[src/rtl/imem_pkg.sv]
// Shared definitions for the instruction-memory fetch controller:
// memory geometry, FSM state encoding and a load-length validity helper.
package imem_pkg;

  localparam int DATA_W = 20;
  localparam int ADDR_W = 5;
  localparam int DEPTH  = 32;
  // Program lengths run 1..DEPTH, so they need one more bit than an address.
  localparam int LEN_W  = ADDR_W + 1;

  typedef enum logic [2:0] {
    ST_IDLE  = 3'd0,
    ST_LOAD  = 3'd1,
    ST_REQ   = 3'd2,
    ST_WAIT  = 3'd3,
    ST_VALID = 3'd4,
    ST_DONE  = 3'd5
  } state_t;

  // A load request is only honoured for lengths 1..DEPTH.
  function automatic logic len_ok(input logic [LEN_W-1:0] len);
    len_ok = (len != {LEN_W{1'b0}}) && (len <= LEN_W'(DEPTH));
  endfunction

endpackage

[src/rtl/imem_fetch_ctrl.sv]
// Instruction memory sequencer. Shares the single memory port between the
// host program loader (writes, LOAD) and the fetch stage (reads, RUN), and
// hands fetched words to decode over a valid/ready handshake. Supports PC
// redirects and re-running the loaded program without reloading.
module imem_fetch_ctrl
  import imem_pkg::*;
(
  input  logic              clk,
  input  logic              rst,
  input  logic              i_load_start,
  input  logic [LEN_W-1:0]  i_load_len,
  input  logic              i_ld_valid,
  input  logic [DATA_W-1:0] i_ld_data,
  output logic              o_ld_ready,
  input  logic              i_run_start,
  output logic              o_mem_enable,
  output logic              o_mem_read_writenot,
  output logic [DATA_W-1:0] o_mem_wdata,
  output logic [ADDR_W-1:0] o_mem_waddr,
  output logic [ADDR_W-1:0] o_mem_raddr,
  input  logic [DATA_W-1:0] i_mem_rdata,
  output logic              o_fetch_valid,
  input  logic              i_fetch_ready,
  output logic [DATA_W-1:0] o_fetch_instr,
  output logic [ADDR_W-1:0] o_fetch_pc,
  input  logic              i_redirect_valid,
  input  logic [ADDR_W-1:0] i_redirect_pc,
  output logic              o_busy,
  output logic              o_done,
  output logic              o_err
);

  localparam logic [LEN_W-1:0]  LEN_ONE  = LEN_W'(1);
  localparam logic [ADDR_W-1:0] ADDR_ONE = ADDR_W'(1);

  state_t              r_state;
  logic [ADDR_W-1:0]   r_pc;
  logic [ADDR_W-1:0]   r_load_cnt;
  logic [LEN_W-1:0]    r_prog_len;
  logic                r_fetch_valid;
  logic [DATA_W-1:0]   r_fetch_instr;
  logic [ADDR_W-1:0]   r_fetch_pc;
  logic                r_done;
  logic                r_err;

  state_t              w_state_nxt;
  logic [ADDR_W-1:0]   w_pc_nxt;
  logic [ADDR_W-1:0]   w_load_cnt_nxt;
  logic [LEN_W-1:0]    w_prog_len_nxt;
  logic                w_fetch_valid_nxt;
  logic [DATA_W-1:0]   w_fetch_instr_nxt;
  logic [ADDR_W-1:0]   w_fetch_pc_nxt;
  logic                w_err_nxt;

  logic                w_load_go;
  logic                w_load_last;
  logic                w_pc_last;
  logic                w_redir_hit;
  state_t              w_redir_state;
  logic [ADDR_W-1:0]   w_redir_pc;
  logic                w_redir_err;

  // A load request with an out-of-range length behaves as if absent.
  assign w_load_go   = i_load_start & len_ok(i_load_len);
  // The word being accepted is the final one of the program.
  assign w_load_last = ({1'b0, r_load_cnt} == (r_prog_len - LEN_ONE));
  // The instruction now in VALID is the final one of the program.
  assign w_pc_last   = (({1'b0, r_pc} + LEN_ONE) == r_prog_len);

  // Redirect outcome: in-range targets restart fetching there, anything
  // else latches the error and parks the controller in DONE.
  assign w_redir_hit   = ({1'b0, i_redirect_pc} < r_prog_len);
  assign w_redir_state = w_redir_hit ? ST_REQ : ST_DONE;
  assign w_redir_pc    = w_redir_hit ? i_redirect_pc : r_pc;
  assign w_redir_err   = r_err | ~w_redir_hit;

  // Next-state logic plus memory-port / loader / busy outputs decoded from state.
  always_comb begin
    w_state_nxt         = r_state;
    w_pc_nxt            = r_pc;
    w_load_cnt_nxt      = r_load_cnt;
    w_prog_len_nxt      = r_prog_len;
    w_fetch_valid_nxt   = r_fetch_valid;
    w_fetch_instr_nxt   = r_fetch_instr;
    w_fetch_pc_nxt      = r_fetch_pc;
    w_err_nxt           = r_err;
    o_ld_ready          = 1'b0;
    o_mem_enable        = 1'b0;
    o_mem_read_writenot = 1'b0;
    o_mem_wdata         = {DATA_W{1'b0}};
    o_mem_waddr         = {ADDR_W{1'b0}};
    o_mem_raddr         = {ADDR_W{1'b0}};
    o_busy              = 1'b0;

    case (r_state)
      ST_IDLE: begin
        if (w_load_go) begin
          w_prog_len_nxt = i_load_len;
          w_load_cnt_nxt = {ADDR_W{1'b0}};
          w_err_nxt      = 1'b0;
          w_state_nxt    = ST_LOAD;
        end else begin
          w_state_nxt = ST_IDLE;
        end
      end

      ST_LOAD: begin
        o_busy     = 1'b1;
        o_ld_ready = 1'b1;
        if (i_ld_valid) begin
          o_mem_enable = 1'b1;
          o_mem_waddr  = r_load_cnt;
          o_mem_wdata  = i_ld_data;
          if (w_load_last) begin
            // Counter stays at prog_len-1 so it never runs past the program.
            w_pc_nxt    = {ADDR_W{1'b0}};
            w_state_nxt = ST_REQ;
          end else begin
            w_load_cnt_nxt = r_load_cnt + ADDR_ONE;
          end
        end else begin
          o_mem_enable = 1'b0;
        end
      end

      ST_REQ: begin
        o_busy              = 1'b1;
        o_mem_enable        = 1'b1;
        o_mem_read_writenot = 1'b1;
        o_mem_raddr         = r_pc;
        if (i_redirect_valid) begin
          w_state_nxt       = w_redir_state;
          w_pc_nxt          = w_redir_pc;
          w_err_nxt         = w_redir_err;
          w_fetch_valid_nxt = 1'b0;
        end else begin
          w_state_nxt = ST_WAIT;
        end
      end

      ST_WAIT: begin
        o_busy = 1'b1;
        if (i_redirect_valid) begin
          // The read returning this cycle is stale: drop it.
          w_state_nxt       = w_redir_state;
          w_pc_nxt          = w_redir_pc;
          w_err_nxt         = w_redir_err;
          w_fetch_valid_nxt = 1'b0;
        end else begin
          w_fetch_instr_nxt = i_mem_rdata;
          w_fetch_pc_nxt    = r_pc;
          w_fetch_valid_nxt = 1'b1;
          w_state_nxt       = ST_VALID;
        end
      end

      ST_VALID: begin
        o_busy = 1'b1;
        if (i_redirect_valid) begin
          w_state_nxt       = w_redir_state;
          w_pc_nxt          = w_redir_pc;
          w_err_nxt         = w_redir_err;
          w_fetch_valid_nxt = 1'b0;
        end else if (i_fetch_ready) begin
          w_fetch_valid_nxt = 1'b0;
          if (w_pc_last) begin
            // pc holds at the last address so a full-depth program never wraps.
            w_state_nxt = ST_DONE;
          end else begin
            w_pc_nxt    = r_pc + ADDR_ONE;
            w_state_nxt = ST_REQ;
          end
        end else begin
          w_state_nxt = ST_VALID;
        end
      end

      ST_DONE: begin
        if (w_load_go) begin
          w_prog_len_nxt = i_load_len;
          w_load_cnt_nxt = {ADDR_W{1'b0}};
          w_err_nxt      = 1'b0;
          w_state_nxt    = ST_LOAD;
        end else if (i_redirect_valid) begin
          w_state_nxt = w_redir_state;
          w_pc_nxt    = w_redir_pc;
          w_err_nxt   = w_redir_err;
        end else if (i_run_start) begin
          w_pc_nxt    = {ADDR_W{1'b0}};
          w_state_nxt = ST_REQ;
        end else begin
          w_state_nxt = ST_DONE;
        end
      end

      default: begin
        w_state_nxt       = ST_IDLE;
        w_fetch_valid_nxt = 1'b0;
      end
    endcase
  end

  // State and datapath registers; reset returns everything to IDLE at once.
  always_ff @(posedge clk or posedge rst) begin
    if (rst) begin
      r_state       <= ST_IDLE;
      r_pc          <= {ADDR_W{1'b0}};
      r_load_cnt    <= {ADDR_W{1'b0}};
      r_prog_len    <= {LEN_W{1'b0}};
      r_fetch_valid <= 1'b0;
      r_fetch_instr <= {DATA_W{1'b0}};
      r_fetch_pc    <= {ADDR_W{1'b0}};
      r_done        <= 1'b0;
      r_err         <= 1'b0;
    end else begin
      r_state       <= w_state_nxt;
      r_pc          <= w_pc_nxt;
      r_load_cnt    <= w_load_cnt_nxt;
      r_prog_len    <= w_prog_len_nxt;
      r_fetch_valid <= w_fetch_valid_nxt;
      r_fetch_instr <= w_fetch_instr_nxt;
      r_fetch_pc    <= w_fetch_pc_nxt;
      r_done        <= (w_state_nxt == ST_DONE);
      r_err         <= w_err_nxt;
    end
  end

  assign o_fetch_valid = r_fetch_valid;
  assign o_fetch_instr = r_fetch_instr;
  assign o_fetch_pc    = r_fetch_pc;
  assign o_done        = r_done;
  assign o_err         = r_err;

endmodule

[config.mk]
export PLATFORM = sky130hd
export DESIGN_NAME = imem_fetch_ctrl
export DESIGN_NICKNAME = d
export VERILOG_FILES = /design/src/rtl/imem_pkg.sv /design/src/rtl/imem_fetch_ctrl.sv
export SDC_FILE = /design/constraint.sdc
export NUM_CORES = 1
export LEC_CHECK = 0
export ABC_AREA = 1
export CORE_MARGIN = 2
export CORE_UTILIZATION = 45
export CTS_CLUSTER_DIAMETER = 30
export DETAILED_ROUTE_END_ITERATION = 10
export PLACE_DENSITY = 0.86
export SLEW_MARGIN = 20
export SYNTH_ARGS = -nofsm -noshare
export SYNTH_HDL_FRONTEND = slang
export SYNTH_SLANG_ARGS = --single-unit
[constraint.sdc]
create_clock -name clk -period 2.9 [get_ports clk]
set_input_delay 0.58 -clock clk [delete_from_list [all_inputs] [get_ports clk]]
set_output_delay 0.58 -clock clk [all_outputs]
set_load 0.02 [all_outputs]
==> implementation parameters, run 1 <==
Parameter                              Value

Yosys
  Syn Area/Cell ... between 7 and 8 um2
  Syn Inst Count ... between 400 and 500
  Share of the synthesized area in the top cell type ... between 30% and 40%
  Synth area leader ... dfrtp_1
  Distinct cells, synth ... 32
  Register area share after synthesis ... between 30% and 40%
  Mapped Nets ... 471
  YS warnings ... 0
  Post-synthesis instance area ... between 0.002 and 0.003 mm2
  Main area contributors after synthesis ... dfrtp_1 (39%), nand2_1 (14%), nor2_1 (7.8%), mux2_1 (7.2%), nand3_1 (6.2%)
  Synthesized flop and latch total ... 47

Critical path
  Worst Path Class, Setup ... reg2out
  Endpoint type of the worst setup path ... output pin
  Worst Path Required ... roughly 2.3 ns
  Max FO, Critical Path ... 22
  Worst EP arrival ... around 2.2 ns
  Startpoint class of the critical path ... flip-flop

Status
  Status ... finished clean

Floorplan
  Vertical die dimension ... 85.50 um
  Chip width ... around 86 um
  Floorplan die area ... ~0.0073 mm2
  Core area ... ~0.0064 mm2
  I/O pins ... 120
  Num rows ... 29
  Starting Density ... 46.81%

Drt
  1st-pass router iterations ... 4
  Routed WL ... around 8400 um
  Iteration-0 DRC Markers ... about 170
  Average vias per placed instance ... about 5.2
  Post-DR wirelength/cell ... 13.87 um
  Number of vias after detailed routing ... roughly 3200
  Post-detailed-route count of antenna-violating nets ... 0
  Number of design rule violations left after detail routing ... 0

Timing
  Setup repair after global routing missed its margin ... no
  Count of pins over their slew limit ... 0
  Shortest period the worst path allows ... around 2.8 ns
  Setup ws final ... around 0.13 ns
  Final setup TNS ... 0 ns
  Clk_skew ... around 0.0043 ns
  Hold Violations, Final ... 0
  Achievable Freq ... about 0.36 GHz
  Worst slew pin tran ... between 0.4 and 0.5 ns
  Slew headroom ... a little over two thirds
  # setup viols final ... 0
  Post-route fraction of the period consumed by the critical path ... between 90% and 100%

Clock tree
  Clock-pin slew on the worst setup and hold paths ... 0.09 ns
  Htree depth ... 2
  TritonCTS buffer count ... 5
  Clock Path Buffers ... 2
  CTS root buffer ... clkbuf_8
  Insertion delay of the later-clocked pin in the worst-skew pair ... 0.30 ns
  PostCTS Resize Cnt ... 0
  Count of clock tree sinks ... 47
  Quantity of hold-fixing buffers added after cts ... 0
  Post-CTS setup buffer count ... 0
  CTS tree ... yes

Global routing
  Antenna violations before repair ... 0
  Global-route wire length before repair ... between 10000 and 15000 um
  Vias in the first global route ... around 3200
  All-Layer GR Usage ... between 20% and 30%
  Remaining global-route overflow ... 0
  Maximum number of pins on one net before global-route repair ... 32

Run
  Number of maximum-capacitance constraint violations ... 0

Placement
  Count of input and output buffers ... about 120
  Post-placement cell area ... ~0.0043 mm2
  Post-DP HPWL ... 6676 um
  Weighted congestion reported at the end of routability-driven placement ... just over 0.9
  Dpl ws ... ~0.18 ns

Final layout
  Share of cells above drive strength 1 ... under 10%
  Layout Area Growth over Synthesis ... 47.05%
  Design Area, Final ... between 0.004 and 0.005 mm2
  Diode insertion count for antenna repair ... 0
  Fraction of the core area covered by cells at the end of the flow ... about 69%
  Final Net Count ... around 600

Pwr
  Pwr/cell area ... between 800 and 900 mW/mm2
  Maximum VDD drop ... roughly 0.0005 V
  Leakage Power ... roughly 2.1 nW

Hold path
  Path type of the worst min-delay path ... reg2reg
==> path summary, 6_finish.rpt <==
check | startpoint | endpoint | slack, ns | cells past startpoint
max | r_state[1]$_DFF_PP0_ | o_mem_waddr[0] | 0.13 | 6
min | o_fetch_pc[3]$_DFFE_PP0P_ | o_fetch_pc[3]$_DFFE_PP0P_ | 0.49 | 2
max reg2reg | r_prog_len[1]$_DFFE_PP0P_ | r_pc[2]$_DFFE_PP0P_ | 0.73 | 12
min reg2reg | o_fetch_pc[3]$_DFFE_PP0P_ | o_fetch_pc[3]$_DFFE_PP0P_ | 0.49 | 2
max in group asynchronous | rst | r_prog_len[5]$_DFFE_PP0P_ | 1.83 | 3
min in group asynchronous | rst | o_fetch_instr[13]$_DFFE_PP0P_ | 0.51 | 2
==> cell usage in the layout (no fill, tap or decap) <==
cell and count:
dfrtp_1 45, nand4_1 5, clkdlybuf4s50_1 115, nor2_4 1, a21boi_0 1, clkinv_2 1, clkbuf_8 5, inv_4 1
a31oi_1 1, dfrtp_2 2, a211oi_1 1, a21oi_2 2, nor2_2 2, o21bai_1 1, ha_1 10, inv_2 12
buf_4 8, nand2_2 1, o21ai_2 1, mux2_1 19, nand4_4 1, nor2_1 62, inv_1 31, nand3_1 37
o21ai_0 6, nor3_4 1, a21oi_1 20, dlymetal6s2s_1 4, xnor2_1 4, xor2_1 3, nand2_1 108, nand3b_1 4
o211ai_1 1, clkinv_4 1, o21ai_1 7, nor3_1 2, mux2_2 1, o31ai_1 1
==> state kept, by name, indices dropped and copies added (netlist names) <==
| name | count |
|---|---|
| o_done | 1 |
| o_fetch_pc | 5 |
| r_pc | 5 |
| r_state | 3 |
| o_err | 1 |
| r_load_cnt | 5 |
| o_fetch_valid | 1 |
| r_prog_len | 6 |
| o_fetch_instr | 20 |
==> layer usage <==
layer	share of wire (%)	up-vias	track usage, %
met4	2.0	0	7.937
met2	49	161	42.47
met5	0	-	0
li1	-	1550	-
met1	41	1438	28.08
met3	8.6	20	5.775
==> worst max-delay path: stages, from the launching register on <==
cell	delay (ns)
dfrtp_2	0.48
nor3_4	0.26
inv_4	0.13
nor2_1	0.15
inv_1	0.15
nor2_1	0.11
clkdlybuf4s50_1	0.60
==> area by class of cell <==
cell class / instances / area (um2)
sequential: 47 / 1179
clock inverter: 2 / 13.76
timing repair buffer: 127 / 1261
inverter: 44 / 167.7
multi-input combinational: 303 / 1609
clock buffer: 5 / 68.82
fill: 512 / 1991
tap: 77 / 96.34
==> cells in the mapped netlist <==
| library cell | count |
|---|---|
| a21oi_1 | 20 |
| xor2_1 | 3 |
| a31oi_1 | 1 |
| nand3_1 | 37 |
| o31ai_1 | 1 |
| mux2_1 | 19 |
| nand3b_1 | 4 |
| mux2_2 | 1 |
| clkbuf_1 | 5 |
| inv_2 | 12 |
| nand4_1 | 5 |
| o211ai_1 | 1 |
| nor2_1 | 62 |
| nor2_4 | 1 |
| o21bai_1 | 1 |
| a21oi_2 | 2 |
| buf_2 | 4 |
| o21ai_0 | 6 |
| o21ai_2 | 1 |
| inv_1 | 32 |
| ha_1 | 10 |
| nor3_4 | 1 |
| a211oi_1 | 1 |
| nor3_1 | 2 |
| nand2_1 | 108 |
| nand4_4 | 1 |
| nand2_2 | 1 |
| a21boi_0 | 1 |
| xnor2_1 | 4 |
| nor2_2 | 2 |
| o21ai_1 | 7 |
| dfrtp_1 | 47 |
==> logic make-up after synthesis <==
kind of cell             after synthesis  synth area share [%]
AND/OR/NAND/NOR                      224                 32.19
buffers and inverters                 53                 6.823
flip-flops                            47                 39.35
AO/OA/AOI/OAI                         42                 7.870
multiplexers                          20                 7.535
adder cells (fa/ha/maj)               10                 4.186
XOR/XNOR                               7                 2.051
==> through the flow <==
step / total power [W] / hold WS, ns / instances
2_1_floorplan: 0.002410 / 0.4858 / 403
3_3_place_gp: 0.003271 / 0.4649 / 598
3_5_place_dp: 0.003346 / 0.4770 / 598
4_1_cts: 0.003746 / 0.4979 / 605
5_1_grt: 0.004023 / 0.5213 / 605
6_report: 0.003738 / 0.4919 / 605
==> report_power, final <==
| group | switching, W | internal (W) |
|---|---|---|
| Sequential | 0.000196 | 0.000912 |
| Combinational | 0.00125 | 0.000987 |
| Clock | 0.000227 | 0.000165 |
(Power assumes the default switching activity.)
==> run 2: changes to the inputs <==
--- a/config.mk
+++ b/config.mk
@@ -10,6 +10,7 @@
 export CORE_UTILIZATION = 45
 export CTS_CLUSTER_DIAMETER = 30
 export DETAILED_ROUTE_END_ITERATION = 10
+export GPL_TIMING_DRIVEN = 0
 export PLACE_DENSITY = 0.86
 export SLEW_MARGIN = 20
 export SYNTH_ARGS = -nofsm -noshare
==> implementation parameters, run 2 (synthesized netlist as in run 1, its figures left out) <==
Parameter                              Value

Pwr
  Leakage Power ... 2.032 nW (was 2.081 nW)
  Pwr/cell area ... 856.0 mW/mm2 (was 850.4 mW/mm2)
  Maximum VDD drop ... 0.0005740 V (was 0.0005023 V)

Critical path
  Critical R2R Launch ... r_prog_len[1]$_DFFE_PP0P_ (unchanged)
  Depth of the worst register-to-register path ... 11 (was 12)
  Endpoint type of the worst setup path ... output pin (unchanged)
  Worst Path Class, Setup ... in2out (was reg2out)
  Worst EP arrival ... 2.22 ns (was 2.19 ns)
  Worst reg2reg endpoint ... o_done$_DFF_PP0_ (was r_pc[2]$_DFFE_PP0P_)
  Max FO, Critical Path ... 10 (was 22)
  Worst Path Required ... 2.32 ns (about the same)
  Startpoint class of the critical path ... input port (was flip-flop)
  Setup slack of the most critical reg-to-reg path ... 0.53 ns (was 0.73 ns)

Clock tree
  CTS tree ... yes (unchanged)
  TritonCTS buffer count ... 5 (unchanged)
  Insertion delay of the later-clocked pin in the worst-skew pair ... 0.32 ns (was 0.30 ns)
  Htree depth ... 2 (unchanged)
  Count of clock tree sinks ... 47 (unchanged)
  CTS root buffer ... clkbuf_8 (unchanged)
  Clock-pin slew on the worst setup and hold paths ... 0.10 ns (was 0.09 ns)
  Clock Path Buffers ... 2 (unchanged)

Final layout
  Commonest cells after routing, fill and taps aside ... clkdlybuf4s50_1 (118), nand2_1 (108), nor2_1 (62) (was clkdlybuf4s50_1 (115), nand2_1 (108), nor2_1 (62))
  Multi-input logic area ... 0.001609 mm2 (unchanged)
  Final Net Count ... 600 (was 596)
  Diode insertion count for antenna repair ... 0 (unchanged)
  Max FFs per register ... 20 (unchanged)
  Filler instances ... 521 (was 512)
  Most common library cell in the layout ignoring fill and taps ... clkdlybuf4s50_1 (unchanged)
  Sequential cell area ... 0.001179 mm2 (unchanged)
  Share of cells above drive strength 1 ... 7.692% (was 7.576%)
  Design Area, Final ... 0.004414 mm2 (was 0.004395 mm2)
  Layout Area Growth over Synthesis ... 47.68% (was 47.05%)
  Number of non-filler instances in the completed layout ... 610 (was 605)

Placement
  Weighted congestion reported at the end of routability-driven placement ... 0.9262 (was 0.9115)
  Cell count after placement ... 600 (was 598)
  Post-placement cell area ... 0.004297 mm2 (was 0.004298 mm2)
  Count of input and output buffers ... 119 (unchanged)
  Post-DP HPWL ... 6568 um (was 6676 um)

Timing
  Count of pins over their slew limit ... 0 (unchanged)
  Shortest period the worst path allows ... 2.797 ns (was 2.768 ns)
  Achievable Freq ... 0.3576 GHz (was 0.3613 GHz)
  # setup viols final ... 0 (unchanged)
  Clk_skew ... 0.007427 ns (was 0.004258 ns)
  Hold Violations, Final ... 0 (unchanged)
  Slew headroom ... 65.60% (was 69.90%)
  Worst slew pin tran ... 0.5126 ns (was 0.4476 ns)
  Post-route fraction of the period consumed by the critical path ... 96.43% (was 95.44%)
  Tightest hold margin ... 0.4989 ns (was 0.4919 ns)
  Final setup TNS ... 0 ns (unchanged)

Floorplan
  Core area ... 0.006386 mm2 (unchanged)
  Starting Density ... 46.81% (unchanged)
  I/O pins ... 120 (unchanged)
  Vertical die dimension ... 85.50 um (unchanged)
  Floorplan die area ... 0.007310 mm2 (unchanged)
  Num rows ... 29 (unchanged)
  Chip width ... 85.50 um (unchanged)

Global routing
  Remaining global-route overflow ... 0 (unchanged)
  Vias in the first global route ... 3118 (was 3172)
  All-Layer GR Usage ... 23.04% (was 23.82%)
  Antenna violations before repair ... 0 (unchanged)
  Global-route wire length before repair ... 13680 um (was 14010 um)
  Maximum number of pins on one net before global-route repair ... 33 (was 32)

Drt
  Routed WL ... 8240 um (was 8394 um)
  Post-DR wirelength/cell ... 13.51 um (was 13.87 um)
  Number of design rule violations left after detail routing ... 0 (unchanged)
  Number of vias after detailed routing ... 3161 (was 3169)
  Iteration-0 DRC Markers ... 180 (was 165)
  1st-pass router iterations ... 4 (unchanged)
  Average vias per placed instance ... 5.182 (was 5.238)
  Post-detailed-route count of antenna-violating nets ... 0 (unchanged)

Hold path
  Hold Crit Depth ... 1 (was 2)
  Worst hold start ... o_fetch_instr[9]$_DFFE_PP0P_ (was o_fetch_pc[3]$_DFFE_PP0P_)
  Path type of the worst min-delay path ... reg2reg (unchanged)
  End point of the worst hold path ... o_fetch_instr[9]$_DFFE_PP0P_ (was o_fetch_pc[3]$_DFFE_PP0P_)

Run
  Number of maximum-capacitance constraint violations ... 0 (unchanged)

Status
  Status ... finished clean (unchanged)
[run 2: cell type report]
class	instances	area share (%)
tap	77	2.183
buffer	9	0.9070
inverter	44	3.741
sequential	47	26.70
clock inverter	3	0.6236
clock buffer	5	1.559
timing repair buffer	122	27.83
multi-input combinational	303	36.45
[run 2: how the worst max path moves through the flow]
stage                     slack [ns]               end                 start  cells after the start
after detailed placement        0.02  o_done$_DFF_PP0_      i_redirect_pc[1]                     11
after global routing          -0.006    o_mem_waddr[1]  r_state[2]$_DFF_PP0_                      6
final                           0.10   o_mem_wdata[13]            i_ld_valid                      5
after CTS                      0.006    o_mem_waddr[1]  r_state[1]$_DFF_PP0_                      6
after global placement          0.06  o_done$_DFF_PP0_      i_redirect_pc[1]                     11
after floorplan                 0.85  o_done$_DFF_PP0_      i_redirect_pc[1]                     10
[run 2: worst max-delay path, cell delays in order]
cell	delay, ns
clkdlybuf4s50_1	0.49
clkbuf_1	0.31
nand2_1	0.09
nor2_1	0.12
clkdlybuf4s50_1	0.62
[run 2: report_power, final]
part / switching (W) / internal [W] / leakage, nW
Sequential: 0.000196 / 0.000911 / 0.595
Clock: 0.000258 / 0.000179 / 0.0467
Combinational: 0.00125 / 0.000982 / 1.39
[run 2: metal layers]
layer  GRT usage, %  routed length (um)  vias to the layer above
met1          28.06                3495                     1460
met3          4.909                 555                       10
li1               -                   -                     1560
met5              0                   0                        -
met4          6.782                 121                        0
met2          40.98                4068                      131
[run 2: timing repair]
| item | 4_1_cts | 5_1_grt |
|---|---|---|
| hold buffers | 0 | 0 |
| endpoints found under the hold margin | 0 | 0 |
| setup endpoints to repair | 0 | 29 |
| gates resized for setup | 0 | 5 |
| setup buffers | 0 | 2 |
[run 2: per-stage QoR]
stage	setup slack, ns	utilization [%]	power [W]
floorplan	0.8459	-	0.002410
global placement	0.06112	66.97	0.003237
detailed placement	0.02110	67.28	0.003321
CTS	0.005772	68.79	0.003768
global route	-0.005705	69.12	0.004051
finish	0.1034	69.12	0.003778
==> run 3: changes to the inputs <==
--- a/config.mk
+++ b/config.mk
@@ -6,9 +6,10 @@
 export NUM_CORES = 1
 export LEC_CHECK = 0
 export ABC_AREA = 1
-export CORE_MARGIN = 2
+export CAP_MARGIN = 10
 export CORE_UTILIZATION = 45
 export CTS_CLUSTER_DIAMETER = 30
+export CTS_CLUSTER_SIZE = 20
 export DETAILED_ROUTE_END_ITERATION = 10
 export GPL_TIMING_DRIVEN = 0
 export PLACE_DENSITY = 0.86
==> implementation parameters, run 3 (synthesized netlist as in run 1, its figures left out) <==
Parameter                              Value

Floorplan
  Vertical die dimension ... 83.50 um (was 85.50 um)
  Num rows ... 29 (unchanged)
  Core area ... 0.006386 mm2 (unchanged)
  Chip width ... 83.50 um (was 85.50 um)
  I/O pins ... 120 (unchanged)
  Starting Density ... 46.81% (unchanged)
  Floorplan die area ... 0.006972 mm2 (was 0.007310 mm2)

Global routing
  Remaining global-route overflow ... 0 (unchanged)
  GR Layer Usage met1 ... 29.87% (was 28.06%)
  Global routing's busiest layer ... met2 (unchanged)
  Antenna violations before repair ... 0 (unchanged)
  Vias in the first global route ... 3111 (was 3118)
  GR Layer Usage met2 ... 43.67% (was 40.98%)
  Maximum number of pins on one net before global-route repair ... 29 (was 33)
  All-Layer GR Usage ... 24.83% (was 23.04%)
  Global-route wire length before repair ... 14110 um (was 13680 um)
  Met3 global-route usage ... 5.638% (was 4.909%)

Pwr
  Maximum VDD drop ... 0.0005526 V (was 0.0005740 V)
  Leakage Power ... 2.073 nW (was 2.032 nW)
  Pwr/cell area ... 843.0 mW/mm2 (was 856.0 mW/mm2)

Final layout
  Multi-input logic area ... 0.001612 mm2 (was 0.001609 mm2)
  Filler instances ... 524 (was 521)
  Max FFs per register ... 20 (unchanged)
  Share of cells above drive strength 1 ... 7.505% (was 7.692%)
  Layout Area Growth over Synthesis ... 47.63% (was 47.68%)
  Commonest cells after routing, fill and taps aside ... clkdlybuf4s50_1 (116), nand2_1 (107), nor2_1 (62) (was clkdlybuf4s50_1 (118), nand2_1 (108), nor2_1 (62))
  Diode insertion count for antenna repair ... 0 (unchanged)
  Most common library cell in the layout ignoring fill and taps ... clkdlybuf4s50_1 (unchanged)
  Final Net Count ... 600 (unchanged)
  Sequential cell area ... 0.001176 mm2 (was 0.001179 mm2)

Clock tree
  Count of clock tree sinks ... 47 (unchanged)
  CTS root buffer ... clkbuf_8 (unchanged)
  Htree depth ... 2 (unchanged)
  Clock-pin slew on the worst setup and hold paths ... 0.09 ns (was 0.10 ns)
  CTS tree ... yes (unchanged)
  Clock Path Buffers ... 2 (unchanged)
  TritonCTS buffer count ... 5 (unchanged)
  Insertion delay of the later-clocked pin in the worst-skew pair ... 0.31 ns (was 0.32 ns)

Critical path
  Endpoint type of the worst setup path ... output pin (unchanged)
  Depth of the worst register-to-register path ... 11 (unchanged)
  Critical R2R Launch ... r_prog_len[1]$_DFFE_PP0P_ (unchanged)
  Worst Path Required ... 2.32 ns (about the same)
  Setup slack of the most critical reg-to-reg path ... 0.51 ns (was 0.53 ns)
  Startpoint class of the critical path ... flip-flop (was input port)
  Worst EP arrival ... 2.19 ns (was 2.22 ns)
  Max FO, Critical Path ... 7 (was 10)
  Worst Path Class, Setup ... reg2out (was in2out)
  Worst reg2reg endpoint ... r_state[0]$_DFF_PP0_ (was o_done$_DFF_PP0_)

Drt
  Iteration-0 DRC Markers ... 114 (was 180)
  Routed WL ... 8076 um (was 8240 um)
  1st-pass router iterations ... 4 (unchanged)
  Post-detailed-route count of antenna-violating nets ... 0 (unchanged)
  Average vias per placed instance ... 5.123 (was 5.182)
  Number of design rule violations left after detail routing ... 0 (unchanged)
  Number of vias after detailed routing ... 3125 (was 3161)
  Post-DR wirelength/cell ... 13.24 um (was 13.51 um)

Placement
  Post-DP HPWL ... 6541 um (was 6568 um)
  Weighted congestion reported at the end of routability-driven placement ... 0.9008 (was 0.9262)
  Count of input and output buffers ... 119 (unchanged)

Hold path
  Path type of the worst min-delay path ... reg2reg (unchanged)
  Worst hold start ... o_fetch_instr[8]$_DFFE_PP0P_ (was o_fetch_instr[9]$_DFFE_PP0P_)
  End point of the worst hold path ... o_fetch_instr[8]$_DFFE_PP0P_ (was o_fetch_instr[9]$_DFFE_PP0P_)
  Hold Crit Depth ... 1 (unchanged)

Timing
  Clk_skew ... 0.006955 ns (was 0.007427 ns)
  Tightest hold margin ... 0.4960 ns (was 0.4989 ns)
  Hold Violations, Final ... 0 (unchanged)
  Achievable Freq ... 0.3610 GHz (was 0.3576 GHz)
  Shortest period the worst path allows ... 2.770 ns (was 2.797 ns)
  Final setup TNS ... 0 ns (unchanged)
  Post-route fraction of the period consumed by the critical path ... 95.52% (was 96.43%)
  Setup repair after global routing missed its margin ... no
  # setup viols final ... 0 (unchanged)
  Worst slew pin tran ... 0.5192 ns (was 0.5126 ns)
  Slew headroom ... 65.15% (was 65.60%)
  Count of pins over their slew limit ... 0 (unchanged)

Run
  Number of maximum-capacitance constraint violations ... 0 (unchanged)

Status
  Status ... finished clean (unchanged)
==> run 3: changes by cell type in the layout (fill, tap and decap cells not counted) <==
cell,previous run,this run
nand2_1,108,107
dlymetal6s2s_1,1,3
clkbuf_2,1,2
inv_8,1,0
nand2_2,1,2
dfrtp_1,45,47
dfrtp_2,2,0
clkdlybuf4s50_1,118,116
==> run 3: what timing repair did <==
| item | in CTS | in global routing |
|---|---|---|
| resized for setup | 0 | 8 |
| hold buffers | 0 | 0 |
| setup endpoints to repair | 0 | 28 |
| setup buffers | 0 | 2 |
| endpoints found under the hold margin | 0 | 0 |
==> run 3: layer usage <==
| metal | share of wire [%] | up-vias |
|---|---|---|
| li1 | - | 1558 |
| met1 | 41 | 1428 |
| met2 | 49 | 129 |
| met3 | 8.0 | 10 |
| met4 | 1.6 | 0 |
| met5 | 0 | - |
==> run 3: per-stage QoR <==
stage                     setup slack (ns)  total power [W]  std cells  instance area (um2)  utilization (%)
after global placement             0.04510         0.003237        599                 4277            66.97
final                               0.1299         0.003720        610                 4413            69.10
after global routing              0.003838         0.004012        610                 4413            69.10
after detailed placement           0.02901         0.003301        600                 4297            67.28
after CTS                          0.02689         0.003718        608                 4385            68.67
after floorplan                     0.8459         0.002410        403                 2989                -
==> run 3: how the worst max path moves through the flow <==
stage                          from              endpoint  slack (ns)  cells past startpoint
2_1_floorplan      i_redirect_pc[1]      o_done$_DFF_PP0_        0.85                     10
3_3_place_gp       i_redirect_pc[1]      o_done$_DFF_PP0_        0.05                     11
3_5_place_dp       i_redirect_pc[1]  r_state[0]$_DFF_PP0_        0.03                     11
4_1_cts        r_state[1]$_DFF_PP0_        o_mem_waddr[4]        0.03                      6
5_1_grt        r_state[2]$_DFF_PP0_        o_mem_waddr[3]       0.004                      6
6_report       r_state[2]$_DFF_PP0_        o_mem_waddr[3]        0.13                      6
==> run 3: cell type report <==
cell class / instances / share of cell area (%)
Timing Repair Buffer: 122 / 27.96
Clock inverter: 2 / 0.3686
Inverter: 44 / 3.743
Buffer: 9 / 0.9356
Multi-Input combinational cell: 303 / 36.52
Clock buffer: 6 / 1.644
Sequential cell: 47 / 26.65
Tap cell: 77 / 2.183
==> run 3: critical path, stage by stage (launching register included) <==
cell,delay [ns]
dfrtp_1,0.49
nor3_4,0.29
inv_2,0.08
nor2_1,0.14
inv_1,0.15
nor2_1,0.11
clkdlybuf4s50_1,0.62
==> run 3: report_power, final <==
part	switching, W	leakage (nW)	internal, W
Clock	0.000239	0.0418	0.000174
Sequential	0.000192	0.598	0.000910
Combinational	0.00123	1.43	0.000978
Total	0.00166	2.07	0.00206
